<file path="config.mk">
export PLATFORM = sky130hd
export DESIGN_NAME = rob_pred_flat
export DESIGN_NICKNAME = d
export VERILOG_FILES = /design/src/rtl/rob_pred_if.sv /design/src/rtl/rob_pred.sv /design/src/flat_wrapper.sv
export SDC_FILE = /design/constraint.sdc
export NUM_CORES = 2
export LEC_CHECK = 0
export ABC_AREA = 0
export BUFFER_PORTS_ARGS = -buffer_cell sky130_fd_sc_hd__buf_2
export CAP_MARGIN = 15
export CORE_ASPECT_RATIO = 0.5
export CORE_UTILIZATION = 56
export DETAILED_ROUTE_END_ITERATION = 16
export PLACE_DENSITY_LB_ADDON = 0.05
export RECOVER_POWER = 50
export SLEW_MARGIN = 40
export SYNTH_ARGS = -nofsm -noshare
export SYNTH_HDL_FRONTEND = slang
export SYNTH_SLANG_ARGS = --single-unit
</file>
<file path="constraint.sdc">
create_clock -name clk_in -period 10.1 [get_ports clk_in]
set_clock_uncertainty 0.05 [all_clocks]
set_input_delay 1.515 -clock clk_in [delete_from_list [all_inputs] [get_ports clk_in]]
set_output_delay 1.515 -clock clk_in [all_outputs]
set_load 0.01 [all_outputs]
</file>
<file path="src/rtl/rob_pred_if.sv">
// Handshake bundle for rob_pred: allocation, two writeback channels, commit and flush.
// master = decoder/RS/LSB side, slave = reorder buffer.
interface rob_pred_if #(
    parameter int ROB_WIDTH = 4
);
    logic                 alloc_valid;
    logic [2:0]           alloc_op;
    logic [4:0]           alloc_rd;
    logic [31:0]          alloc_pred_pc;
    logic [ROB_WIDTH-1:0] alloc_tag;
    logic                 alloc_ready;

    logic                 wb0_valid;
    logic [ROB_WIDTH-1:0] wb0_tag;
    logic [31:0]          wb0_wdata;
    logic [31:0]          wb0_pc;

    logic                 wb1_valid;
    logic [ROB_WIDTH-1:0] wb1_tag;
    logic [31:0]          wb1_wdata;

    logic                 cm_reg;
    logic [4:0]           cm_rd;
    logic [31:0]          cm_wdata;
    logic [ROB_WIDTH-1:0] cm_tag;
    logic                 cm_store;
    logic [ROB_WIDTH-1:0] cm_store_tag;
    logic                 flush;
    logic [31:0]          flush_pc;

    modport master (
        output alloc_valid, alloc_op, alloc_rd, alloc_pred_pc,
        input  alloc_tag, alloc_ready,
        output wb0_valid, wb0_tag, wb0_wdata, wb0_pc,
        output wb1_valid, wb1_tag, wb1_wdata,
        input  cm_reg, cm_rd, cm_wdata, cm_tag, cm_store, cm_store_tag, flush, flush_pc
    );

    modport slave (
        input  alloc_valid, alloc_op, alloc_rd, alloc_pred_pc,
        output alloc_tag, alloc_ready,
        input  wb0_valid, wb0_tag, wb0_wdata, wb0_pc,
        input  wb1_valid, wb1_tag, wb1_wdata,
        output cm_reg, cm_rd, cm_wdata, cm_tag, cm_store, cm_store_tag, flush, flush_pc
    );
endinterface

</file>
<file path="src/rtl/rob_pred.sv">
// rob_pred: circular reorder buffer, dual writeback, in-order retire with mispredict flush.
// Define ROB_PERF_EN to add the perf_commits/perf_flushes counters.
module rob_pred #(
    parameter int ROB_WIDTH   = 4,
    parameter int FULL_MARGIN = 4
) (
    input  logic        clk_in,
    input  logic        rst_in,
    input  logic        rdy_in,
`ifdef ROB_PERF_EN
    output logic [31:0] perf_commits,
    output logic [31:0] perf_flushes,
`endif
    rob_pred_if.slave   rob
);
    localparam int DEPTH = 1 << ROB_WIDTH;

    typedef logic [ROB_WIDTH-1:0] tag_t;
    typedef logic [ROB_WIDTH:0]   cnt_t;
    typedef enum logic [2:0] {
        OP_WRITE   = 3'd0,
        OP_JUMP    = 3'd1,
        OP_BOTH    = 3'd2,
        OP_LOAD    = 3'd3,
        OP_STORE   = 3'd4,
        OP_NOTHING = 3'd5
    } op_e;

    localparam tag_t TAG_ONE = tag_t'(1);
    localparam cnt_t CNT_ONE = cnt_t'(1);

    op_e         op_q    [DEPTH];
    logic [4:0]  rd_q    [DEPTH];
    logic [31:0] pred_q  [DEPTH];
    logic [31:0] wdata_q [DEPTH];
    logic [31:0] pc_q    [DEPTH];

    logic [DEPTH-1:0] ready_q, ready_d, busy_q, busy_d;
    tag_t  head_q, head_d, tail_q, tail_d;
    cnt_t  count_q, count_d;
    logic  alloc_ready_q, alloc_ready_d;
    logic  cm_reg_q, cm_reg_d, cm_store_q, cm_store_d, flush_q, flush_d;
    logic [4:0]  cm_rd_q, cm_rd_d;
    logic [31:0] cm_wdata_q, cm_wdata_d, flush_pc_q, flush_pc_d;
    tag_t  cm_tag_q, cm_tag_d, cm_store_tag_q, cm_store_tag_d;

    op_e  head_op, wb0_op, wb1_op;
    logic do_alloc, do_commit, mispred, wb0_en, wb1_en, wb1_ld;

    assign head_op   = op_q[head_q];
    assign wb0_op    = op_q[rob.wb0_tag];
    assign wb1_op    = op_q[rob.wb1_tag];
    // While flush is high every input is dropped; the buffer empties on that edge.
    assign do_alloc  = rob.alloc_valid && alloc_ready_q && !flush_q;
    assign do_commit = !flush_q && (count_q != '0) && ready_q[head_q];
    assign mispred   = (head_op == OP_JUMP || head_op == OP_BOTH) && (pc_q[head_q] != pred_q[head_q]);
    assign wb0_en    = rob.wb0_valid && !flush_q && busy_q[rob.wb0_tag]
                       && wb0_op != OP_LOAD && wb0_op != OP_STORE;
    assign wb1_en    = rob.wb1_valid && !flush_q && busy_q[rob.wb1_tag]
                       && (wb1_op == OP_LOAD || wb1_op == OP_STORE);
    assign wb1_ld    = wb1_en && wb1_op == OP_LOAD;

    always_comb begin
        ready_d        = ready_q;
        busy_d         = busy_q;
        head_d         = head_q;
        tail_d         = tail_q;
        count_d        = count_q;
        cm_reg_d       = 1'b0;
        cm_store_d     = 1'b0;
        flush_d        = 1'b0;
        cm_rd_d        = cm_rd_q;
        cm_wdata_d     = cm_wdata_q;
        cm_tag_d       = cm_tag_q;
        cm_store_tag_d = cm_store_tag_q;
        flush_pc_d     = flush_pc_q;

        if (flush_q) begin
            ready_d = '0;
            busy_d  = '0;
            head_d  = '0;
            tail_d  = '0;
            count_d = '0;
        end else begin
            if (wb0_en) ready_d[rob.wb0_tag] = 1'b1;
            if (wb1_en) ready_d[rob.wb1_tag] = 1'b1;

            if (do_commit) begin
                ready_d[head_q] = 1'b0;
                busy_d[head_q]  = 1'b0;
                head_d          = head_q + TAG_ONE;
                cm_tag_d        = head_q;
                case (head_op)
                    OP_WRITE, OP_LOAD, OP_BOTH: begin
                        cm_reg_d   = 1'b1;
                        cm_rd_d    = rd_q[head_q];
                        cm_wdata_d = wdata_q[head_q];
                    end
                    OP_STORE: begin
                        cm_store_d     = 1'b1;
                        cm_store_tag_d = head_q;
                    end
                    default: ;
                endcase
                if (mispred) begin
                    flush_d    = 1'b1;
                    flush_pc_d = pc_q[head_q];
                end
            end

            if (do_alloc) begin
                busy_d[tail_q]  = 1'b1;
                ready_d[tail_q] = (op_e'(rob.alloc_op) == OP_NOTHING);
                tail_d          = tail_q + TAG_ONE;
            end

            case ({do_alloc, do_commit})
                2'b10:   count_d = count_q + CNT_ONE;
                2'b01:   count_d = count_q - CNT_ONE;
                default: ;
            endcase
        end

        alloc_ready_d = (32'(count_d) + 32'(FULL_MARGIN)) < 32'(DEPTH);
    end

    always_ff @(posedge clk_in) begin
        if (!rst_in && rdy_in) begin
            if (do_alloc) begin
                op_q[tail_q]   <= op_e'(rob.alloc_op);
                rd_q[tail_q]   <= rob.alloc_rd;
                pred_q[tail_q] <= rob.alloc_pred_pc;
            end
            if (wb0_en) begin
                wdata_q[rob.wb0_tag] <= rob.wb0_wdata;
                pc_q[rob.wb0_tag]    <= rob.wb0_pc;
            end
            if (wb1_ld) wdata_q[rob.wb1_tag] <= rob.wb1_wdata;
        end
    end

    always_ff @(posedge clk_in) begin
        if (rst_in) begin
            ready_q        <= '0;
            busy_q         <= '0;
            head_q         <= '0;
            tail_q         <= '0;
            count_q        <= '0;
            alloc_ready_q  <= 1'b1;
            cm_reg_q       <= 1'b0;
            cm_store_q     <= 1'b0;
            flush_q        <= 1'b0;
            cm_rd_q        <= '0;
            cm_wdata_q     <= '0;
            cm_tag_q       <= '0;
            cm_store_tag_q <= '0;
            flush_pc_q     <= '0;
        end else if (rdy_in) begin
            ready_q        <= ready_d;
            busy_q         <= busy_d;
            head_q         <= head_d;
            tail_q         <= tail_d;
            count_q        <= count_d;
            alloc_ready_q  <= alloc_ready_d;
            cm_reg_q       <= cm_reg_d;
            cm_store_q     <= cm_store_d;
            flush_q        <= flush_d;
            cm_rd_q        <= cm_rd_d;
            cm_wdata_q     <= cm_wdata_d;
            cm_tag_q       <= cm_tag_d;
            cm_store_tag_q <= cm_store_tag_d;
            flush_pc_q     <= flush_pc_d;
        end
    end

    assign rob.alloc_tag    = tail_q;
    assign rob.alloc_ready  = alloc_ready_q;
    assign rob.cm_reg       = cm_reg_q;
    assign rob.cm_rd        = cm_rd_q;
    assign rob.cm_wdata     = cm_wdata_q;
    assign rob.cm_tag       = cm_tag_q;
    assign rob.cm_store     = cm_store_q;
    assign rob.cm_store_tag = cm_store_tag_q;
    assign rob.flush        = flush_q;
    assign rob.flush_pc     = flush_pc_q;

`ifdef ROB_PERF_EN
    logic [31:0] perf_commits_q, perf_flushes_q;

    always_ff @(posedge clk_in) begin
        if (rst_in) begin
            perf_commits_q <= '0;
            perf_flushes_q <= '0;
        end else if (rdy_in) begin
            if (do_commit) perf_commits_q <= perf_commits_q + 32'd1;
            if (flush_d)   perf_flushes_q <= perf_flushes_q + 32'd1;
        end
    end

    assign perf_commits = perf_commits_q;
    assign perf_flushes = perf_flushes_q;
`endif
endmodule

</file>
<file path="src/flat_wrapper.sv">
// flat-port wrapper written by rule: the top's interface ports become plain ports
module rob_pred_flat 
#(
    parameter int ROB_WIDTH   = 4,
    parameter int FULL_MARGIN = 4
)
  (clk_in, rst_in, rdy_in, rob_alloc_valid, rob_alloc_op, rob_alloc_rd, rob_alloc_pred_pc, rob_alloc_tag, rob_alloc_ready, rob_wb0_valid, rob_wb0_tag, rob_wb0_wdata, rob_wb0_pc, rob_wb1_valid, rob_wb1_tag, rob_wb1_wdata, rob_cm_reg, rob_cm_rd, rob_cm_wdata, rob_cm_tag, rob_cm_store, rob_cm_store_tag, rob_flush, rob_flush_pc);
  rob_pred_if #(.ROB_WIDTH(ROB_WIDTH)) rob_i ();
  input  logic clk_in;
  input  logic rst_in;
  input  logic rdy_in;
  input wire logic [$bits(rob_i.alloc_valid)-1:0] rob_alloc_valid;
  input wire logic [$bits(rob_i.alloc_op)-1:0] rob_alloc_op;
  input wire logic [$bits(rob_i.alloc_rd)-1:0] rob_alloc_rd;
  input wire logic [$bits(rob_i.alloc_pred_pc)-1:0] rob_alloc_pred_pc;
  output wire logic [$bits(rob_i.alloc_tag)-1:0] rob_alloc_tag;
  output wire logic [$bits(rob_i.alloc_ready)-1:0] rob_alloc_ready;
  input wire logic [$bits(rob_i.wb0_valid)-1:0] rob_wb0_valid;
  input wire logic [$bits(rob_i.wb0_tag)-1:0] rob_wb0_tag;
  input wire logic [$bits(rob_i.wb0_wdata)-1:0] rob_wb0_wdata;
  input wire logic [$bits(rob_i.wb0_pc)-1:0] rob_wb0_pc;
  input wire logic [$bits(rob_i.wb1_valid)-1:0] rob_wb1_valid;
  input wire logic [$bits(rob_i.wb1_tag)-1:0] rob_wb1_tag;
  input wire logic [$bits(rob_i.wb1_wdata)-1:0] rob_wb1_wdata;
  output wire logic [$bits(rob_i.cm_reg)-1:0] rob_cm_reg;
  output wire logic [$bits(rob_i.cm_rd)-1:0] rob_cm_rd;
  output wire logic [$bits(rob_i.cm_wdata)-1:0] rob_cm_wdata;
  output wire logic [$bits(rob_i.cm_tag)-1:0] rob_cm_tag;
  output wire logic [$bits(rob_i.cm_store)-1:0] rob_cm_store;
  output wire logic [$bits(rob_i.cm_store_tag)-1:0] rob_cm_store_tag;
  output wire logic [$bits(rob_i.flush)-1:0] rob_flush;
  output wire logic [$bits(rob_i.flush_pc)-1:0] rob_flush_pc;
  assign rob_i.alloc_valid = rob_alloc_valid;
  assign rob_i.alloc_op = rob_alloc_op;
  assign rob_i.alloc_rd = rob_alloc_rd;
  assign rob_i.alloc_pred_pc = rob_alloc_pred_pc;
  assign rob_alloc_tag = rob_i.alloc_tag;
  assign rob_alloc_ready = rob_i.alloc_ready;
  assign rob_i.wb0_valid = rob_wb0_valid;
  assign rob_i.wb0_tag = rob_wb0_tag;
  assign rob_i.wb0_wdata = rob_wb0_wdata;
  assign rob_i.wb0_pc = rob_wb0_pc;
  assign rob_i.wb1_valid = rob_wb1_valid;
  assign rob_i.wb1_tag = rob_wb1_tag;
  assign rob_i.wb1_wdata = rob_wb1_wdata;
  assign rob_cm_reg = rob_i.cm_reg;
  assign rob_cm_rd = rob_i.cm_rd;
  assign rob_cm_wdata = rob_i.cm_wdata;
  assign rob_cm_tag = rob_i.cm_tag;
  assign rob_cm_store = rob_i.cm_store;
  assign rob_cm_store_tag = rob_i.cm_store_tag;
  assign rob_flush = rob_i.flush;
  assign rob_flush_pc = rob_i.flush_pc;
  rob_pred #(.ROB_WIDTH(ROB_WIDTH), .FULL_MARGIN(FULL_MARGIN)) u_core (.clk_in(clk_in), .rst_in(rst_in), .rdy_in(rdy_in), .rob(rob_i));
endmodule
</file>
* Yosys cells after proc, flatten, opt, wreduce, memory -nomap -nowiden
Memories as Yosys holds them, arrays and structs flattened. A register that Yosys moved wholly into a read port is not among the register bits. Index checks and enable logic that the tools add are counted. W data, S select, Z words.
Storage, ports and cells: bits in registers 89, memories 5, input bits 150, bits in writable memories 1664, output and inout bits 85, word-level logic and storage cells 140
Memory list:
- u_core.pc_q | words 16, width 32, rd ports 1, clocked after memory_dff 1, write ports 1, RTL line rob_pred.sv:36 | logic [31:0] pc_q [DEPTH];
- u_core.pred_q | words 16, width 32, rd ports 1, clocked after memory_dff 1, write ports 1, RTL line rob_pred.sv:34 | logic [31:0] pred_q [DEPTH];
- u_core.wdata_q | words 16, width 32, rd ports 1, clocked after memory_dff 1, write ports 2, RTL line rob_pred.sv:35 | logic [31:0] wdata_q [DEPTH];
- u_core.rd_q | words 16, width 5, rd ports 1, clocked after memory_dff 1, write ports 1, RTL line rob_pred.sv:33 | logic [4:0] rd_q [DEPTH];
- u_core.op_q | words 16, width 3, rd ports 3, clocked after memory_dff 1, write ports 1, RTL line rob_pred.sv:32 | op_e op_q [DEPTH];
Cells by class: bitwise gates (word level) 7, equal/unequal tests 12, reduce and logical (&&, ||, !) cells 33, add/sub/neg operators 5, $lt $le $gt $ge 9, muxes and demuxes 57
Operators by type and width (count):
- $mux W16 | 12
- $or A16 B16 Y16 | 3
- $mux W4 | 10
- $and A16 B16 Y16 | 2
- $lt A32 B5 Y1 const B | 1
- $ne A32 B32 Y1 | 1
- $mux W1 | 25
- $lt A4 B5 Y1 const B | 4
- $logic_and A1 B1 Y1 | 18
- $bwmux W16 | 1
- $demux W1 S4 | 4
- $ge A4 B1 Y1 const B | 4
- $not A16 Y16 | 1
- $bmux W1 S4 | 3
- $reduce_and A4 Y1 | 3
- $pmux W5 S2 | 1
- $eq A3 B2 Y1 const B | 3
- $eq A3 B3 Y1 const B | 3
- $add A4 B1 Y4 const B | 2
- $add A5 B3 Y6 const B | 1
- $add A5 B1 Y5 const B | 1
- $mux W5 | 1
- $reduce_bool A5 Y1 | 1
- $sub A5 B1 Y5 const B | 1
- 13 further kinds | 17

* Longest topological paths before layout
word-level depth 16, depth in mapped cells 21, depth with buffers taken out 18

* Least setup slack after synthesis
OpenSTA, ideal clock, no wires.
path kind input-to-reg, from input port rob_alloc_valid, to memory u_core.op_q[3][0] (netlist name), enable pin, required time 9513 ps, data arrival time 5842 ps, cell stages on the path 4, setup slack 3671 ps, setup time 537 ps, cells stage by stage nand2_1 nor2_1 nand2_1 nor4_1
On the way: cells in the longest elaborated chain, start to end 5
RTL lines:
- start, declared | RTL line flat_wrapper.sv:12 | input wire logic [$bits(rob_i.alloc_valid)-1:0] rob_alloc_valid;
- $logic_and A1 B1 Y1 (2 in series) | RTL line rob_pred.sv:54 | assign do_alloc = rob.alloc_valid && alloc_ready_q && !flush_q;
- $mux W1 | RTL line rob_pred.sv:129 | if (do_alloc) begin
- $mux W1 | RTL line rob_pred.sv:128 | if (!rst_in && rdy_in) begin
- $mux W1 (not written as such) | RTL line rob_pred.sv:130 | op_q[tail_q] <= op_e'(rob.alloc_op);
- end, declared | RTL line rob_pred.sv:32
No other way between the ends.

* Worst setup path after layout
from input port rst_in, to memory u_core.rd_q[0][4], enable pin
On the way: cells in the longest elaborated chain, start to end 4
RTL lines:
- start, declared | RTL line flat_wrapper.sv:10 | input logic rst_in;
- $logic_not A1 Y1 | RTL line rob_pred.sv:128
- $logic_and A1 B1 Y1 | RTL line rob_pred.sv:128
- $mux W1 | RTL line rob_pred.sv:128
- $mux W1 (not written as such) | RTL line rob_pred.sv:131 | rd_q[tail_q] <= rob.alloc_rd;
- end, declared | RTL line rob_pred.sv:33
No other way between the ends.

==> results by stage <==
Die:
- The die is 526 um wide.
- The core region is roughly 0.14 mm^2.
- During I/O placement, the number of pins put on the boundary was between 200 and 250.
- The initial core utilization is 0.568.
- The die is about 260 um tall.
- The total number of placement rows is 95.
- The full die area is 0.139 mm^2.

Timing:
- Setup violations remaining at the end of the flow were counted as 0.
- Setup slack closes at a little over 3000 ps.
- After layout, the minimum clock period comes to 7080 ps.
- Timing would allow up to roughly 140 MHz.
- Of the available clock period, the critical path in the final layout requires 0.701.
- The max-slew violation count is approximately 700.
- Setup repair after global routing left no endpoint under its margin.
- The worst slack on hold paths is 408 ps.
- For the pin with the worst max-slew slack, the measured transition is 4070 ps.
- The final hold violation count came to 0.
- Measured against its own limit, the worst slew margin works out to -1.71.
- For the final routed database, the setup TNS stands at 0 ps.

Layout:
- Leaving out fill and tap cells, the most frequent cells in the layout are sky130_fd_sc_hd__edfxtp_1 (1664), sky130_fd_sc_hd__mux2_2 (480), sky130_fd_sc_hd__mux4_2 (454), sky130_fd_sc_hd__mux2i_1 (216), sky130_fd_sc_hd__clkbuf_1 (214).
- In the final layout, the registers with the most flip-flops are u_core.pc_q (512), u_core.pred_q (512), u_core.wdata_q (512).
- After the last flow step, the layout net total stands at 4454.
- The number of filler cells placed in the layout is about 9600.
- The filler-free cell count of the finished design is a little over 6000.
- The ratio of cells with drive above 1 in the final layout is 0.320.
- Leaving out fill and tap cells, the most frequent cell in the layout is sky130_fd_sc_hd__edfxtp_1.
- From synthesis to final layout, the design area changed by 10.8%.

Routing:
- The first detailed-routing pass took 6 iterations.
- The routed wire length per instance is approximately 31 um.
- Using the TritonRoute via totals, the vias-per-cell ratio works out to 6.55.
- The detailed router finished its first iteration with between 4000 and 5000 violations.
- Summed over all layers, the routed wires come to 194000 um.
- The count of nets left with antenna violations once routing finished came out at 0.
- The count of vias placed by the detailed router is 40675.
- After detailed routing, the number of remaining DRC violations is 0.

GRT:
- The first global-routing pass estimated 282000 um of wire.
- Entering global routing, the biggest net connects 87 pins.
- The via count of the first global-routing pass is 41201.
- The initial antenna violation count is 12.
- The total overflow reported by the global router is 0.
- For this run, the total global-route usage over all layers was measured as 0.280.

Setup path:
- Measured in cells, the most critical reg-to-reg path has a length of 5.
- The library cell appearing most often on the critical path is sky130_fd_sc_hd__clkbuf_1.
- The delay contributed by the slowest stage of the critical path is 2560 ps.
- The critical-path maximum fanout is 52.
- For flop-to-flop paths, the worst setup slack is 3860 ps.
- The arrival time at the worst endpoint is 7330 ps.
- The slowest stage of the critical path is the sky130_fd_sc_hd__clkbuf_1 cell.
- The kind of cell adding the most delay to the critical path is buffers and inverters.
- The critical path is of the in -> reg type.
- The critical register-to-register path endpoint is u_core.rd_q[0][4]$_DFFE_PP_.
- STA classifies the critical path startpoint as an input port.
- Traced cell by cell, the critical path runs through clkbuf_1, clkinv_1, nand2_1, nor4_1, clkbuf_1.
- The startpoint of the lowest-slack register-to-register path is u_core.rob.flush$_SDFFE_PP0P_.
- Counting both buffers and inverters, the worst setup path holds a total of 3.
- The sort of element at the end of the critical path is a register.
- For the worst setup path, the data required time is roughly 10000 ps.

Logic synthesis:
- Summing every instance area after synthesis gives 0.0769 mm^2.
- The number of standard cells after synthesis is 4099.
- The total nets after synthesis is between 4000 and 5000.
- The distinct cell type count after synthesis is 67.
- During synthesis, Yosys emitted a total of 0 warnings.
- Counting flops with a built-in enable in the synthesized netlist gives 1664.
- A synthesized cell averages 18.8 um^2.
- The share of synthesized area occupied by flip-flops and latches is 0.684.
- The most used flip-flop cell after synthesis is sky130_fd_sc_hd__edfxtp_1.
- Counting flops and latches in the post-synthesis netlist gives 1794.
- The async set-reset flop share out of synthesis is 0.

CTS:
- After clock tree synthesis, the repair step resized 0 gates.
- The buffer count from post-CTS setup fixing is 0.
- The count of clock tree sinks is 1794.
- The H-tree was split into 4 levels.
- After clock tree synthesis, the clock-pin slew on the worst setup and hold paths is ~60 ps.
- The insertion delay to the later sink of the worst-skew pair is 810 ps.
- Clock tree synthesis selected as its root buffer the cell sky130_fd_sc_hd__clkbuf_16.
- The deepest clock path buffer count is 4.
- Clock tree synthesis inserted a total of 164 buffers.
- TritonCTS built the clock tree.
- For this design, the CTS-stage hold fixing added 0 buffers.

Power:
- The power density relative to cell area is 171 mW/mm^2.
- Power comes to 14.6 mW.
- The static leakage is approximately 26 nW.
- The maximum vdd drop is 150 uV.

Flow run:
- Across the run, the number of max-cap violations was 25.

Worst hold path:
- The class of the tightest hold or removal check is reg -> reg.
- The hold-critical path depth is 2.
- The worst hold path startpoint is u_core.rob.flush_pc[1]$_SDFFE_PP0P_.
- The worst min-delay path endpoint is u_core.rob.flush_pc[1]$_SDFFE_PP0P_.

Outcome:
- The final reports fail on capacitance limit, slew limit.
- The flow ran to the end, but the final reports show violations.

Placement:
- At the placement stage, the worst setup path has a slack of 3860 ps.
- During placement, the flow inserted port buffers numbering around 230.
- The wire-length estimate of the detail-placed layout is 109000 um.
- The congestion estimate from routability-driven global placement came to 0.874.
- The number of placed instances, taps included, is 5920.
==> worst min-delay path: cells and delay by family (launching register included) <==
kind	cells	cell delay, ps
AND/OR/NAND/NOR	1	50
multiplexers	1	50
flip-flops	1	310
==> synth_stat cells, drive strengths merged, types with 6 or more instances <==
cell       n  share of area
nor3      39         0.0030
mux2i    216          0.028
a22oi     31         0.0030
nor4      18         0.0015
nand3      9        0.00059
nand2b    14         0.0011
nor2b     15         0.0012
mux2     520          0.076
or2        6        0.00049
o22ai     13         0.0011
inv       17        0.00083
a221oi    67         0.0076
buf      137          0.010
o31ai     13         0.0013
nor2     166         0.0083
nand2    139         0.0068
dfxtp    130          0.034
xnor2      9         0.0010
a221o     20         0.0026
ha        11         0.0018
a21oi     77         0.0050
mux4     454           0.13
edfxtp  1664           0.65
o21ai     35         0.0023
clkbuf   181         0.0089
xor2      29         0.0033
==> area by class of cell <==
class / count / area (um^2) / share of cell area
inverters: 19 / 73.8 / 0.000866
clock inverters: 70 / 549 / 0.00645
clock buffers: 218 / 4540 / 0.0533
flip-flops and latches: 1794 / 52600 / 0.617
diodes: 5 / 12.5 / 0.000147
repair buffers: 346 / 1960 / 0.0230
multi-input cells: 1968 / 23200 / 0.272
well taps: 1794 / 2240 / 0.0263
==> per-layer routing <==
layer	global-route usage	share of wire	vias up
met1	0.396	0.42	21724
met5	0	0.00017	-
li1	-	-	17118
met2	0.456	0.49	1539
met4	0.0769	0.028	4
met3	0.0457	0.068	290
==> kinds of logic after synthesis <==
kind of cell | after synthesis | share of synthesized area
adders and majority gates | 11 | 0.00179
DFF | 1794 | 0.684
muxes | 1190 | 0.238
xor gates and xnor gates | 38 | 0.00433
AOI/OAI and AO/OA | 289 | 0.0264
and+or+nand+nor | 440 | 0.0262
buffers and inverters | 337 | 0.0201
==> worst max-delay path by stage <==
stage / from / endpoint / slack, ps / cells after the start
floorplan: rob_alloc_valid / u_core.op_q[3][0]$_DFFE_PP_ / 3670 / 4
global placement: rob_wb0_tag[0] / u_core.wdata_q[3][1]$_DFFE_PP_ / 3940 / 12
detailed placement: rob_wb0_tag[0] / u_core.wdata_q[3][1]$_DFFE_PP_ / 3860 / 12
CTS: rob_wb0_tag[0] / u_core.wdata_q[3][1]$_DFFE_PP_ / 4670 / 12
global route: rst_in / u_core.op_q[15][0]$_DFFE_PP_ / 2870 / 5
finish: rst_in / u_core.rd_q[0][4]$_DFFE_PP_ / 3020 / 5
==> through the flow <==
| step | cell area, um^2 | util |
|---|---|---|
| 6_report | 85200 | 0.630 |
| 5_1_grt | 85200 | 0.630 |
| 2_1_floorplan | 76900 | - |
| 3_5_place_dp | 80500 | 0.595 |
| 3_3_place_gp | 80200 | 0.593 |
| 4_1_cts | 85600 | 0.633 |
==> power breakdown <==
group          internal [mW]  switching [mW]
Clock                   3.37            2.69
Sequential              8.11         0.00741
Combinational          0.138           0.243
Power figures use the tool's default switching activity.
